===== src/rtl/tmng_pkg.sv =====
// Shared types and constants for the NAND-core pin sequencer.
// Op words are 21 bits: {src_a, src_b, dst}, each a 7-bit core register address.
package tmng_pkg;

  localparam int TMNG_ADDR_W = 7;
  localparam logic [TMNG_ADDR_W-1:0] TMNG_ZERO_ADDR = 7'd0;
  localparam logic [TMNG_ADDR_W-1:0] TMNG_ONE_ADDR  = 7'd1;

  typedef struct packed {
    logic [TMNG_ADDR_W-1:0] src_a;
    logic [TMNG_ADDR_W-1:0] src_b;
    logic [TMNG_ADDR_W-1:0] dst;
  } tmng_op_t;

  localparam int TMNG_OP_W = $bits(tmng_op_t);

  typedef enum logic [2:0] {
    S_IDLE,
    S_FETCH,
    S_LOAD_A,
    S_EVAL,
    S_COMMIT,
    S_RELEASE,
    S_DONE
  } seq_state_t;

  // One core pin byte: bit 7 is the strobe (mode or commit), bits 6:0 an address.
  function automatic logic [7:0] pin_word(input logic hi, input logic [TMNG_ADDR_W-1:0] addr);
    return {hi, addr};
  endfunction

endpackage


===== src/rtl/tmng_prog_mem.sv =====
// Program store: DEPTH x op RAM, one write port, registered read port (1-cycle latency).
// No backpressure; read data holds its last value while re is low. Contents are not reset.
module tmng_prog_mem
  import tmng_pkg::*;
#(
  parameter int DEPTH = 16,
  parameter int AW    = $clog2(DEPTH)
) (
  input  logic          clk,
  input  logic          we,
  input  logic [AW-1:0] waddr,
  input  tmng_op_t      wdata,
  input  logic          re,
  input  logic [AW-1:0] raddr,
  output tmng_op_t      rdata
);

  tmng_op_t mem [DEPTH];

  always_ff @(posedge clk) begin
    if (we) begin
      mem[waddr] <= wdata;
    end
    if (re) begin
      rdata <= mem[raddr];
    end
  end

endmodule


===== src/rtl/tmng_sequencer.sv =====
// Replays a stored NAND-op program onto the core pins; 1+2*SETTLE+1+COMMIT_LO cycles per op.
// start and prog_we are dropped while a run is in progress (and start in the DONE cycle).
module tmng_sequencer
  import tmng_pkg::*;
#(
  parameter int DEPTH     = 16,
  parameter int AW        = $clog2(DEPTH),
  parameter int SETTLE    = 4,
  parameter int COMMIT_LO = 2
) (
  input  logic                 clk,
  input  logic                 rst_n,
  input  logic                 prog_we,
  input  logic [AW-1:0]        prog_addr,
  input  logic [TMNG_OP_W-1:0] prog_data,
  input  logic [AW:0]          prog_len,
  input  logic                 start,
  input  logic                 wb_i,
  output logic [7:0]           ui_drv,
  output logic [7:0]           uio_drv,
  output logic                 busy,
  output logic                 done,
  output logic                 last_wb
);

  localparam int CNT_MAX = (SETTLE > COMMIT_LO) ? SETTLE : COMMIT_LO;
  localparam int CNT_W   = $clog2(CNT_MAX);

  seq_state_t       state_q, state_nxt;
  logic [CNT_W-1:0] cnt_q;
  logic [AW-1:0]    pc_q;
  logic [AW:0]      len_q;
  tmng_op_t         op;
  logic             settle_end, lo_end, last_op;

  assign settle_end = (cnt_q == CNT_W'(SETTLE - 1));
  assign lo_end     = (cnt_q == CNT_W'(COMMIT_LO - 1));
  // pc is only AW bits so a full-depth run wraps it to 0; compare one ahead in AW+1 bits.
  assign last_op    = (({1'b0, pc_q} + (AW+1)'(1)) == len_q);

  tmng_prog_mem #(
    .DEPTH (DEPTH),
    .AW    (AW)
  ) u_prog_mem (
    .clk   (clk),
    .we    (prog_we && !busy),
    .waddr (prog_addr),
    .wdata (prog_data),
    .re    (state_q == S_FETCH),
    .raddr (pc_q),
    .rdata (op)
  );

  always_ff @(posedge clk or negedge rst_n) begin
    if (!rst_n) begin
      state_q <= S_IDLE;
    end else begin
      state_q <= state_nxt;
    end
  end

  always_comb begin
    state_nxt = state_q;
    case (state_q)
      S_IDLE: begin
        if (start) begin
          state_nxt = (prog_len == '0) ? S_DONE : S_FETCH;
        end
      end
      S_FETCH:   state_nxt = S_LOAD_A;
      S_LOAD_A:  if (settle_end) state_nxt = S_EVAL;
      S_EVAL:    if (settle_end) state_nxt = S_COMMIT;
      S_COMMIT:  state_nxt = S_RELEASE;
      S_RELEASE: if (lo_end) state_nxt = last_op ? S_DONE : S_FETCH;
      S_DONE:    state_nxt = S_IDLE;
      default:   state_nxt = S_IDLE;
    endcase
  end

  always_ff @(posedge clk or negedge rst_n) begin
    if (!rst_n) begin
      cnt_q   <= '0;
      pc_q    <= '0;
      len_q   <= '0;
      last_wb <= 1'b0;
    end else begin
      cnt_q <= (state_nxt != state_q) ? '0 : cnt_q + CNT_W'(1);
      if (state_q == S_IDLE && start) begin
        pc_q  <= '0;
        len_q <= prog_len;
      end
      if (state_q == S_RELEASE && lo_end) begin
        pc_q <= pc_q + AW'(1);
      end
      if (state_q == S_EVAL && settle_end) begin
        last_wb <= wb_i;
      end
    end
  end

  // Pins are decoded from state; during FETCH the RAM output still holds the previous op,
  // so re-deriving the RELEASE pattern from it keeps the pins steady between ops.
  always_comb begin
    ui_drv  = '0;
    uio_drv = '0;
    busy    = 1'b0;
    done    = 1'b0;
    case (state_q)
      S_FETCH: begin
        busy = 1'b1;
        if (pc_q != '0) begin
          ui_drv  = pin_word(1'b1, op.src_b);
          uio_drv = pin_word(1'b0, op.dst);
        end
      end
      S_LOAD_A: begin
        busy    = 1'b1;
        ui_drv  = pin_word(1'b0, op.src_a);
        uio_drv = pin_word(1'b0, op.dst);
      end
      S_EVAL: begin
        busy    = 1'b1;
        ui_drv  = pin_word(1'b1, op.src_b);
        uio_drv = pin_word(1'b0, op.dst);
      end
      S_COMMIT: begin
        busy    = 1'b1;
        ui_drv  = pin_word(1'b1, op.src_b);
        uio_drv = pin_word(1'b1, op.dst);
      end
      S_RELEASE: begin
        busy    = 1'b1;
        ui_drv  = pin_word(1'b1, op.src_b);
        uio_drv = pin_word(1'b0, op.dst);
      end
      S_DONE:  done = 1'b1;
      default: ;
    endcase
  end

endmodule

===== config.mk =====
export PLATFORM = sky130hd
export DESIGN_NAME = tmng_sequencer
export DESIGN_NICKNAME = d
export VERILOG_FILES = /design/src/rtl/tmng_pkg.sv /design/src/rtl/tmng_prog_mem.sv /design/src/rtl/tmng_sequencer.sv
export SDC_FILE = /design/constraint.sdc
export NUM_CORES = 1
export LEC_CHECK = 0
export ABC_AREA = 0
export ABC_CLOCK_PERIOD_IN_PS = 10750
export CAP_MARGIN = 10
export CELL_PAD_IN_SITES_DETAIL_PLACEMENT = 1
export CELL_PAD_IN_SITES_GLOBAL_PLACEMENT = 2
export CORE_ASPECT_RATIO = 1.75
export CORE_MARGIN = 2
export CORE_UTILIZATION = 45
export CTS_CLUSTER_SIZE = 40
export DETAILED_ROUTE_END_ITERATION = 10
export PLACE_DENSITY = 0.72
export SYNTH_ARGS = -nofsm -noshare
export SYNTH_HDL_FRONTEND = slang
export SYNTH_HIERARCHICAL = 1
export SYNTH_SLANG_ARGS = --single-unit

===== constraint.sdc =====
create_clock -name clk -period 10.75 [get_ports clk]
set_clock_uncertainty 0.05 [all_clocks]
set_input_delay 1.6125 -clock clk [delete_from_list [all_inputs] [get_ports clk]]
set_output_delay 1.6125 -clock clk [all_outputs]
set_load 0.02 [all_outputs]

==> results of run 1 <==
==> final timing paths <==
check	to	from	slack [ns]
setup / recovery	uio_drv[2]	pc_q[0]$_DFFE_PN0P_	5.61
hold / removal	cnt_q[0]$_DFF_PN0_	cnt_q[0]$_DFF_PN0_	0.42
setup reg to reg	u_prog_mem/rdata[10]$_DFFE_PP_	pc_q[0]$_DFFE_PN0P_	7.56
hold reg to reg	cnt_q[0]$_DFF_PN0_	cnt_q[0]$_DFF_PN0_	0.42
max in group asynchronous	pc_q[1]$_DFFE_PN0P_	rst_n	8.61
min in group asynchronous	last_wb$_DFFE_PN0P_	rst_n	1.45
==> cells by family after synthesis <==
family,Yosys count,share of synthesized area (%)
xor gates and xnor gates,6,0.359
muxes,89,14.3
DFF,372,75.9
buffers and inverters,38,1.94
and+or+nand+nor,97,3.47
AOI/OAI and AO/OA,74,3.71
adders and majority gates,4,0.342
==> cells in the mapped netlist, types with 6 or more instances <==
| cell type | instances |
|---|---|
| a22o_1 | 8 |
| a22oi_1 | 42 |
| nor3_1 | 8 |
| edfxtp_1 | 357 |
| inv_1 | 6 |
| buf_2 | 9 |
| and2_1 | 9 |
| nand2_1 | 27 |
| mux4_2 | 47 |
| clkbuf_1 | 9 |
| o21ai_0 | 7 |
| buf_12 | 6 |
| nor2_1 | 23 |
| dfrtp_1 | 15 |
| mux4_1 | 37 |
| nand3_1 | 6 |
==> sequential cells by signal, summed over array words and instances, names as in the netlist <==
name	cells
pc_q	4
len_q	5
state_q	3
cnt_q	2
last_wb	1
u_prog_mem/mem	336
u_prog_mem/rdata	21
==> final cells by class <==
cell class / count / area, um^2
Fill cell: 2781 / 15500
Sequential cell: 372 / 11100
Multi-Input combinational cell: 270 / 3300
Clock buffer: 33 / 783
Timing Repair Buffer: 76 / 703
Tap cell: 400 / 500
Clock inverter: 19 / 241
Inverter: 6 / 22.5
Antenna cell: 1 / 2.50
==> metal layers <==
layer  track usage, %  routed length (um)  share of wire, %  vias up
met4             9.12                1390               4.2        0
met5                0                   0                 0        -
li1                 -                   -                 -     3015
met3             2.77                1460               4.4       74
met2             34.4               17500                53      201
met1             24.3               12600                38     3737
==> power groups by stage <==
stage	clock (mW)	sequential [mW]	combinational [mW]
2_1_floorplan	0	1.71	0.471
3_3_place_gp	0	1.76	0.604
4_1_cts	1.18	1.73	0.622
6_report	1.16	1.73	0.611
5_1_grt	1.22	1.74	0.659
3_5_place_dp	0	1.77	0.619
==> per-stage QoR <==
stage	setup WS, ns	cell area [um^2]	hold WS, ns	util [%]
finish	5.61	16700	0.423	51.9
global route	5.27	16700	0.464	51.9
CTS	5.43	16700	0.433	51.9
detailed placement	6.07	15600	0.425	48.7
global placement	6.10	15600	0.400	48.7
floorplan	6.57	14600	0.385	-
==> worst register-to-register path, delay by kind of cell, from the launching register on <==
family / cells / cell delay, ns
AOI/OAI and AO/OA: 1 / 0.28
muxes: 1 / 0.63
DFF: 1 / 0.96
and+or+nand+nor: 1 / 0.16
buffers and inverters: 1 / 0.83
==> impl_metrics.toml, run 1 <==
[timing]
slew_headroom_pct = 42.2
period_share_pct = 47.9
hold_viol = 0
rsz0062_at_grt = "no"
fmax_mhz = 194
slew_violations = 0
finalSetupViolCount = 0
tightest_slew_ns = 0.868
finalCriticalPeriod_ns = 5.14
tns_ns = 0

[logic_synthesis]
avgSynthCellArea_um2 = 21.5
ys_ff_latch = 372
yosys_warnings = 6
synth.top_cell.area_share_pct = 73.3
seq_area_frac_synth_pct = 75.9
syn_nets = 719
synthArstFlopShare_pct = 4.03
netlist_top_cells_area = "edfxtp_1 (73%), mux4_2 (7.2%), mux4_1 (6.7%)"
synth_edf_count = 357
synthFlopType = "edfxtp_1"
synthCells = 680
synth_cell_types = 47
yosys.area.top_type = "edfxtp_1"
syn-cell-area_um2 = 14600

[worst_setup_path]
required_ns = 9.09
worstSetupPathType = "reg -> out"
critPathTopFamily = "flip-flops"
cp.buffers_inverters = 2
cpPeakStageDelay_ns = 0.96
critPathSlowestCell = "dfrtp_4"
cp_max_fo = 47
end_kind = "primary output"
cp-start-kind = "register"
path_cells = "inv_1, ha_1, or3b_1, a211oi_1, a21oi_1, and2_1, clkdlybuf4s50_1"
cp_num_cells = 7
worst_ep_arrival_time_ns = 3.48
r2r_cells = 4

[job]
maxCapViolCount = 0

[cts]
cts_tree = "done"
post_cts_buffers = 0
hold_buffers = 0
clk_pin_slew_ns = 0.07
clock-sinks = 372
htreeDepth = 1
cts_root_buf = "clkbuf_16"
cts_resized = 0
cts_inserted_buffers = 31
clock_latency_ns = 0.57
clock_path_buffers = 3

[placed_design]
io_buffer_count = 53
place_inst = 1124
hpwl_mm = 18.9
globalplace.congestion = 0.760

[floorplan]
die_w_um = 140
rows = 87
io_pins = 54
core-area_um2 = 32100
die_h_um = 242
initial_utilization_pct = 45.5
die_area_um2 = 34000

[power_and_ir_drop]
p_sw_mw = 0.887
pwr-share-seq_pct = 49.5
swShare_pct = 25.4
combPwrFrac_pct = 17.5
power_density_nw_per_um2 = 210
p_clk_share_pct = 33.1
p_total_mw = 3.50
ir_worst_vdd_v = 0.000111
power_leakage_nw = 5.24
internal_power_mw = 2.61

[route]
finalWirelength_mm = 33.0
via_per_inst = 5.97
wire_per_inst_um = 28.0
drt_iter0_markers = 489
dr.pass1.iters = 4
ant_nets = 0
vias = 7027
drc_errors = 0

[grt]
grt_overflow = 0
antenna_found_initial = 1
grt_first_pass_wirelength_mm = 49.1
grt.total_usage_pct = 19.7
grt_max_degree = 62
grt_pass1_vias = 7620

[min_path]
hold_depth = 1
hold_path_class = "reg -> reg"

[final_layout]
finalNonFillerCells = 1177
drive_above_1_share_pct = 18.7
layout_common_cells = "edfxtp_1 (357), clkdlybuf4s50_1 (53), mux4_2 (47)"
nets = 796
layout_commonest_cell = "edfxtp_1"
syn_to_final_growth_pct = 14.0

[outcome]
status = "finished clean"
Power figures use the tool's default switching activity.
==> run 2, diff against run 1 <==
ABC_CLOCK_PERIOD_IN_PS = 5100   (was 10750)
clock period = 5.1 ns   (was 10.75 ns; I/O delays follow)
==> run 2 against run 1 <==
  * Via count is 1.8% higher
  * Global-route usage up 0.97 points
  * Critical endpoint unchanged
  * Highest routed layer unchanged
  * Register-to-register slack worse by 5.8 ns
  * First-iteration DRC count is 16% higher
  * Setup slack got worse by 4.4 ns
  * Cell area is 1.3% higher
  * Total power increased by 120%
  * Sequential cell count did not move
  * Sequential share of layout area fell by 0.88 points
  * Die area unchanged
==> impl_metrics.toml, run 2 (synthesis gave the netlist of run 1 again) <==
[outcome]
status = "finished clean"

[power_and_ir_drop]
power_density_nw_per_um2 = 458
ir_worst_vdd_v = 0.000253
p_total_mw = 7.73
power_leakage_nw = 5.35

[min_path]
hold_path_class = "reg -> reg"
hold_depth = 1

[worst_setup_path]
critPathSlowestCell = "dfrtp_4"
required_ns = 4.28
r2r_slack_ns = 1.78
r2r-end = "u_prog_mem/rdata[18]$_DFFE_PP_"
worstSetupPathType = "reg -> out"
worstSetupStartpoint = "pc_q[1]$_DFFE_PN0P_"
path_cells = "inv_1, ha_1, or3b_1, a211oi_1, a21oi_1, and2_1, clkdlybuf4s50_1"
r2r_start = "pc_q[0]$_DFFE_PN0P_"
worst_ep_arrival_time_ns = 3.05
critPathTopFamily = "buffers and inverters"
cp_max_fo = 31
cpPeakStageDelay_ns = 0.70
cp_num_cells = 7
r2r_cells = 5
end_kind = "primary output"
cp-start-kind = "register"
cp.buffers_inverters = 2
setup.worst_path.end = "uio_drv[2]"

[cts]
cts_resized = 0
clk_pin_slew_ns = 0.06
cts_tree = "done"
clock_path_buffers = 3
cts_root_buf = "clkbuf_16"
clock-sinks = 372
htreeDepth = 2
hold_buffers = 0
clock_latency_ns = 0.53
cts_inserted_buffers = 35
post_cts_buffers = 0

[timing]
slew_headroom_pct = 40.1
finalCriticalPeriod_ns = 3.87
fmax_mhz = 259
rsz0062_at_grt = "no"
period_share_pct = 75.8
slew_violations = 0
finalSetupViolCount = 0
hold_viol = 0
tightest_slew_ns = 0.897
tns_ns = 0

[route]
wl_met2_mm = 18.3
drt-met1-wl_mm = 13.0
ant_nets = 0
finalWirelength_mm = 34.5
dr.pass1.iters = 5
met3_wirelength_mm = 1.57
drt_iter0_markers = 569
vias = 7151
drc_errors = 0
via_per_inst = 6.03
wire_per_inst_um = 29.1
top_layer = "met4"

[placed_design]
hpwl_mm = 19.6
io_buffer_count = 53
globalplace.congestion = 0.742

[grt]
grt_overflow = 0
grt_first_pass_wirelength_mm = 50.9
antenna_found_initial = 1
grt_max_degree = 59
grt_pass1_vias = 7677
grt.total_usage_pct = 20.7

[floorplan]
die_area_um2 = 34000
rows = 87
die_w_um = 140
die_h_um = 242
initial_utilization_pct = 45.5
io_pins = 54
core-area_um2 = 32100

[final_layout]
syn_to_final_growth_pct = 15.5
largest_reg_flops = 336
drive_above_1_share_pct = 19.9
layout_commonest_cell = "edfxtp_1"
nets = 799
top_regs = "u_prog_mem/mem (336), u_prog_mem/rdata (21), len_q (5)"
top_register = "u_prog_mem/mem"
layout_common_cells = "edfxtp_1 (357), clkdlybuf4s50_1 (53), mux4_2 (47)"

[job]
maxCapViolCount = 0
## run 2: changes by cell type in the layout (fill, tap and decap cells not counted), moves of 2 or more
| cell | delta |
|---|---|
| clkinv_2 | +3 |
| clkbuf_16 | +6 |
| clkinv_1 | -4 |
| buf_4 | -2 |
## run 2: cell type report
| class | instances | area (um^2) |
|---|---|---|
| Clock buffer | 41 | 951 |
| Fill cell | 2816 | 15200 |
| Clock inverter | 20 | 282 |
| Tap cell | 400 | 500 |
| Timing Repair Buffer | 75 | 708 |
| Antenna cell | 1 | 2.50 |
| Multi-Input combinational cell | 270 | 3310 |
| Inverter | 6 | 22.5 |
| Sequential cell | 372 | 11100 |
## run 2: routing by layer
| layer | GRT usage, % | vias to the layer above |
|---|---|---|
| li1 | - | 3033 |
| met1 | 25.0 | 3796 |
| met2 | 36.1 | 227 |
| met3 | 3.10 | 95 |
| met4 | 10.5 | 0 |
| met5 | 0 | - |
## run 2: worst min path at each step
stage                                  start            endpoint  slack (ns)
after floorplan           cnt_q[0]$_DFF_PN0_  cnt_q[0]$_DFF_PN0_        0.39
after CTS                 cnt_q[0]$_DFF_PN0_  cnt_q[0]$_DFF_PN0_        0.43
after global placement    cnt_q[0]$_DFF_PN0_  cnt_q[0]$_DFF_PN0_        0.40
after global routing      cnt_q[0]$_DFF_PN0_  cnt_q[0]$_DFF_PN0_        0.46
final                     cnt_q[0]$_DFF_PN0_  cnt_q[0]$_DFF_PN0_        0.42
after detailed placement  cnt_q[0]$_DFF_PN0_  cnt_q[0]$_DFF_PN0_        0.42
## run 2: stage by stage
step	utilization, %	hold slack (ns)	cell area (um^2)	cells	setup slack (ns)
5_1_grt	52.6	0.457	16900	1185	1.00
3_3_place_gp	48.7	0.404	15600	1123	1.81
4_1_cts	52.6	0.430	16900	1184	1.15
6_report	52.6	0.422	16900	1185	1.23
3_5_place_dp	48.7	0.417	15600	1123	1.72
2_1_floorplan	-	0.385	14600	680	1.59
## run 2: power by group
| part | internal [mW] | switching [mW] | total (mW) |
|---|---|---|---|
| Clock | 1.69 | 1.09 | 2.79 |
| Combinational | 0.617 | 0.731 | 1.35 |
| Sequential | 3.49 | 0.110 | 3.60 |
| Total | 5.80 | 1.94 | 7.73 |
## run 2: worst register-to-register path, stage by stage, from the launching register on
cell	delay, ns
dfrtp_4	0.40
buf_4	0.68
buf_4	0.77
mux4_1	0.70
a22oi_1	0.30
nand2_1	0.14
==> run 3, diff against run 2 <==
ABC_CLOCK_PERIOD_IN_PS = 3500   (was 5100)
CORE_UTILIZATION = 44   (was 45)
PLACE_DENSITY = 0.74   (was 0.72)
clock period = 3.5 ns   (was 5.1 ns; I/O delays follow)
==> run 3 against run 2 <==
  * Register-to-register slack got worse by 1.1 ns
  * Hold slack got worse by 0.015 ns
  * Utilization fell by 1.3 points
  * Die area rose by 2.2%
  * Wire length fell by 2.8%
  * Via count fell by 1.3%
  * Critical path depth did not move
  * Sequential cell count did not move
  * Final cell count rose by 0.59%
  * Sequential share of layout area rose by 0.28 points
  * Cell area fell by 0.43%
  * Critical path type unchanged
  * Highest routed layer unchanged
==> impl_metrics.toml, run 3 (synthesis gave the netlist of run 1 again) <==
[power_and_ir_drop]
p_sw_mw = 2.79
pwr-share-seq_pct = 47.9
swShare_pct = 25.7
power_density_nw_per_um2 = 647
power_leakage_nw = 5.30
ir_worst_vdd_v = 0.000374
combPwrFrac_pct = 18.8
p_clk_share_pct = 33.3
internal_power_mw = 8.08

[route]
vias = 7055
drt_iter0_markers = 509
finalWirelength_mm = 33.5
drc_errors = 0
ant_nets = 0
via_per_inst = 5.92
wire_per_inst_um = 28.1
dr.pass1.iters = 4

[final_layout]
diodes = 0
top_regs = "u_prog_mem/mem (336), u_prog_mem/rdata (21), len_q (5)"
top_register = "u_prog_mem/mem"
nets = 804
layout_commonest_cell = "edfxtp_1"
drive_above_1_share_pct = 19.6
syn_to_final_growth_pct = 15.0
finalNonFillerCells = 1192
largest_reg_flops = 336
layout_common_cells = "edfxtp_1 (357), clkdlybuf4s50_1 (53), mux4_2 (47)"

[timing]
finalSetupViolCount = 0
hold_viol = 0
tightest_slew_ns = 1.23
period_share_pct = 95.2
slew_violations = 0
fmax_mhz = 300
tns_ns = 0
rsz0062_at_grt = "no"
slew_headroom_pct = 18.1
finalCriticalPeriod_ns = 3.33

[worst_setup_path]
cp-start-kind = "register"
end_kind = "primary output"
critPathTopFamily = "buffers and inverters"
cpPeakStageDelay_ns = 0.54
cp.buffers_inverters = 2
cp_max_fo = 7
path_cells = "inv_1, ha_1, or3b_1, a211oi_1, a21oi_2, and2_1, clkdlybuf4s50_1"
worst_ep_arrival_time_ns = 2.76
required_ns = 2.92
critPathSlowestCell = "clkdlybuf4s50_1"
worstSetupPathType = "reg -> out"

[cts]
clock_latency_ns = 0.53
cts_root_buf = "clkbuf_16"
clock_path_buffers = 3
clock-sinks = 372
clk_pin_slew_ns = 0.06
cts_tree = "done"
cts_resized = 1
cts_inserted_buffers = 34
htreeDepth = 2
hold_buffers = 0
post_cts_buffers = 0

[floorplan]
io_pins = 54
die_w_um = 142
die_area_um2 = 34800
die_h_um = 245
rows = 88
core-area_um2 = 32800
initial_utilization_pct = 44.6

[placed_design]
place_inst = 1134
globalplace.congestion = 0.753
hpwl_mm = 19.0
io_buffer_count = 53

[grt]
grt_overflow = 0
grt_first_pass_wirelength_mm = 50.3
grt_pass1_vias = 7816
antenna_found_initial = 0
grt_max_degree = 90
grt.total_usage_pct = 20.0

[job]
maxCapViolCount = 0

[outcome]
status = "finished clean"

[min_path]
hold_path_class = "in -> async"
run 3: worst paths after layout:
kind,from,endpoint,slack (ns),cells past startpoint
worst max register to register,state_q[1]$_DFF_PN0_,u_prog_mem/mem[0][12]$_DFFE_PP_,0.71,7
min in group clk,cnt_q[0]$_DFF_PN0_,cnt_q[0]$_DFF_PN0_,0.42,1
max in group asynchronous,rst_n,pc_q[0]$_DFFE_PN0P_,2.39,1
worst max-delay path,pc_q[0]$_DFFE_PN0P_,uio_drv[4],0.17,7
worst min-delay path,rst_n,cnt_q[1]$_DFF_PN0_,0.41,1
worst min register to register,cnt_q[0]$_DFF_PN0_,cnt_q[0]$_DFF_PN0_,0.42,1
run 3: metrics by stage:
| step | util [%] | setup WS, ns | total power [mW] | instance area [um^2] | hold slack (ns) |
|---|---|---|---|---|---|
| after floorplan | - | 0.252 | 6.70 | 14600 | 0.179 |
| after global placement | 47.9 | 0.556 | 7.32 | 15700 | 0.398 |
| after detailed placement | 47.9 | 0.507 | 7.40 | 15700 | 0.418 |
| after CTS | 51.2 | 0.104 | 11.0 | 16800 | 0.423 |
| after global routing | 51.2 | 0.00429 | 11.3 | 16800 | 0.450 |
| final | 51.2 | 0.168 | 10.9 | 16800 | 0.406 |
run 3: area by class of cell:
class / instances / area (um^2)
clock buffers: 40 / 937
clock inverters: 18 / 136
fillers: 2916 / 16000
inverters: 6 / 22.5
multi-input cells: 270 / 3310
flip-flops and latches: 372 / 11100
well taps: 405 / 507
repair buffers: 81 / 791
run 3: routing by layer:
layer  part of all wire, %  wire length (um)  vias up  track usage, %
met1                    38             12800     3787            24.2
met5                     0                 0        -               0
met2                    54             18100      165            35.9
met4                   3.9              1320        0            7.88
met3                   4.0              1350       68            2.95
li1                      -                 -     3035               -
run 3: worst reg2reg max path: cells and delay by family, from the launching register on:
family	cells	cell delay (ns)
flip-flops	1	0.51
AO/OA/AOI/OAI	1	0.08
AND/OR/NAND/NOR	4	1.15
buffers and inverters	2	0.62
run 3: power groups by stage:
stage	clock network, mW	registers, mW	logic [mW]
CTS	3.71	5.21	2.10
global placement	0	5.29	2.03
detailed placement	0	5.31	2.09
floorplan	0	5.25	1.45
global route	3.85	5.23	2.22
finish	3.62	5.21	2.05
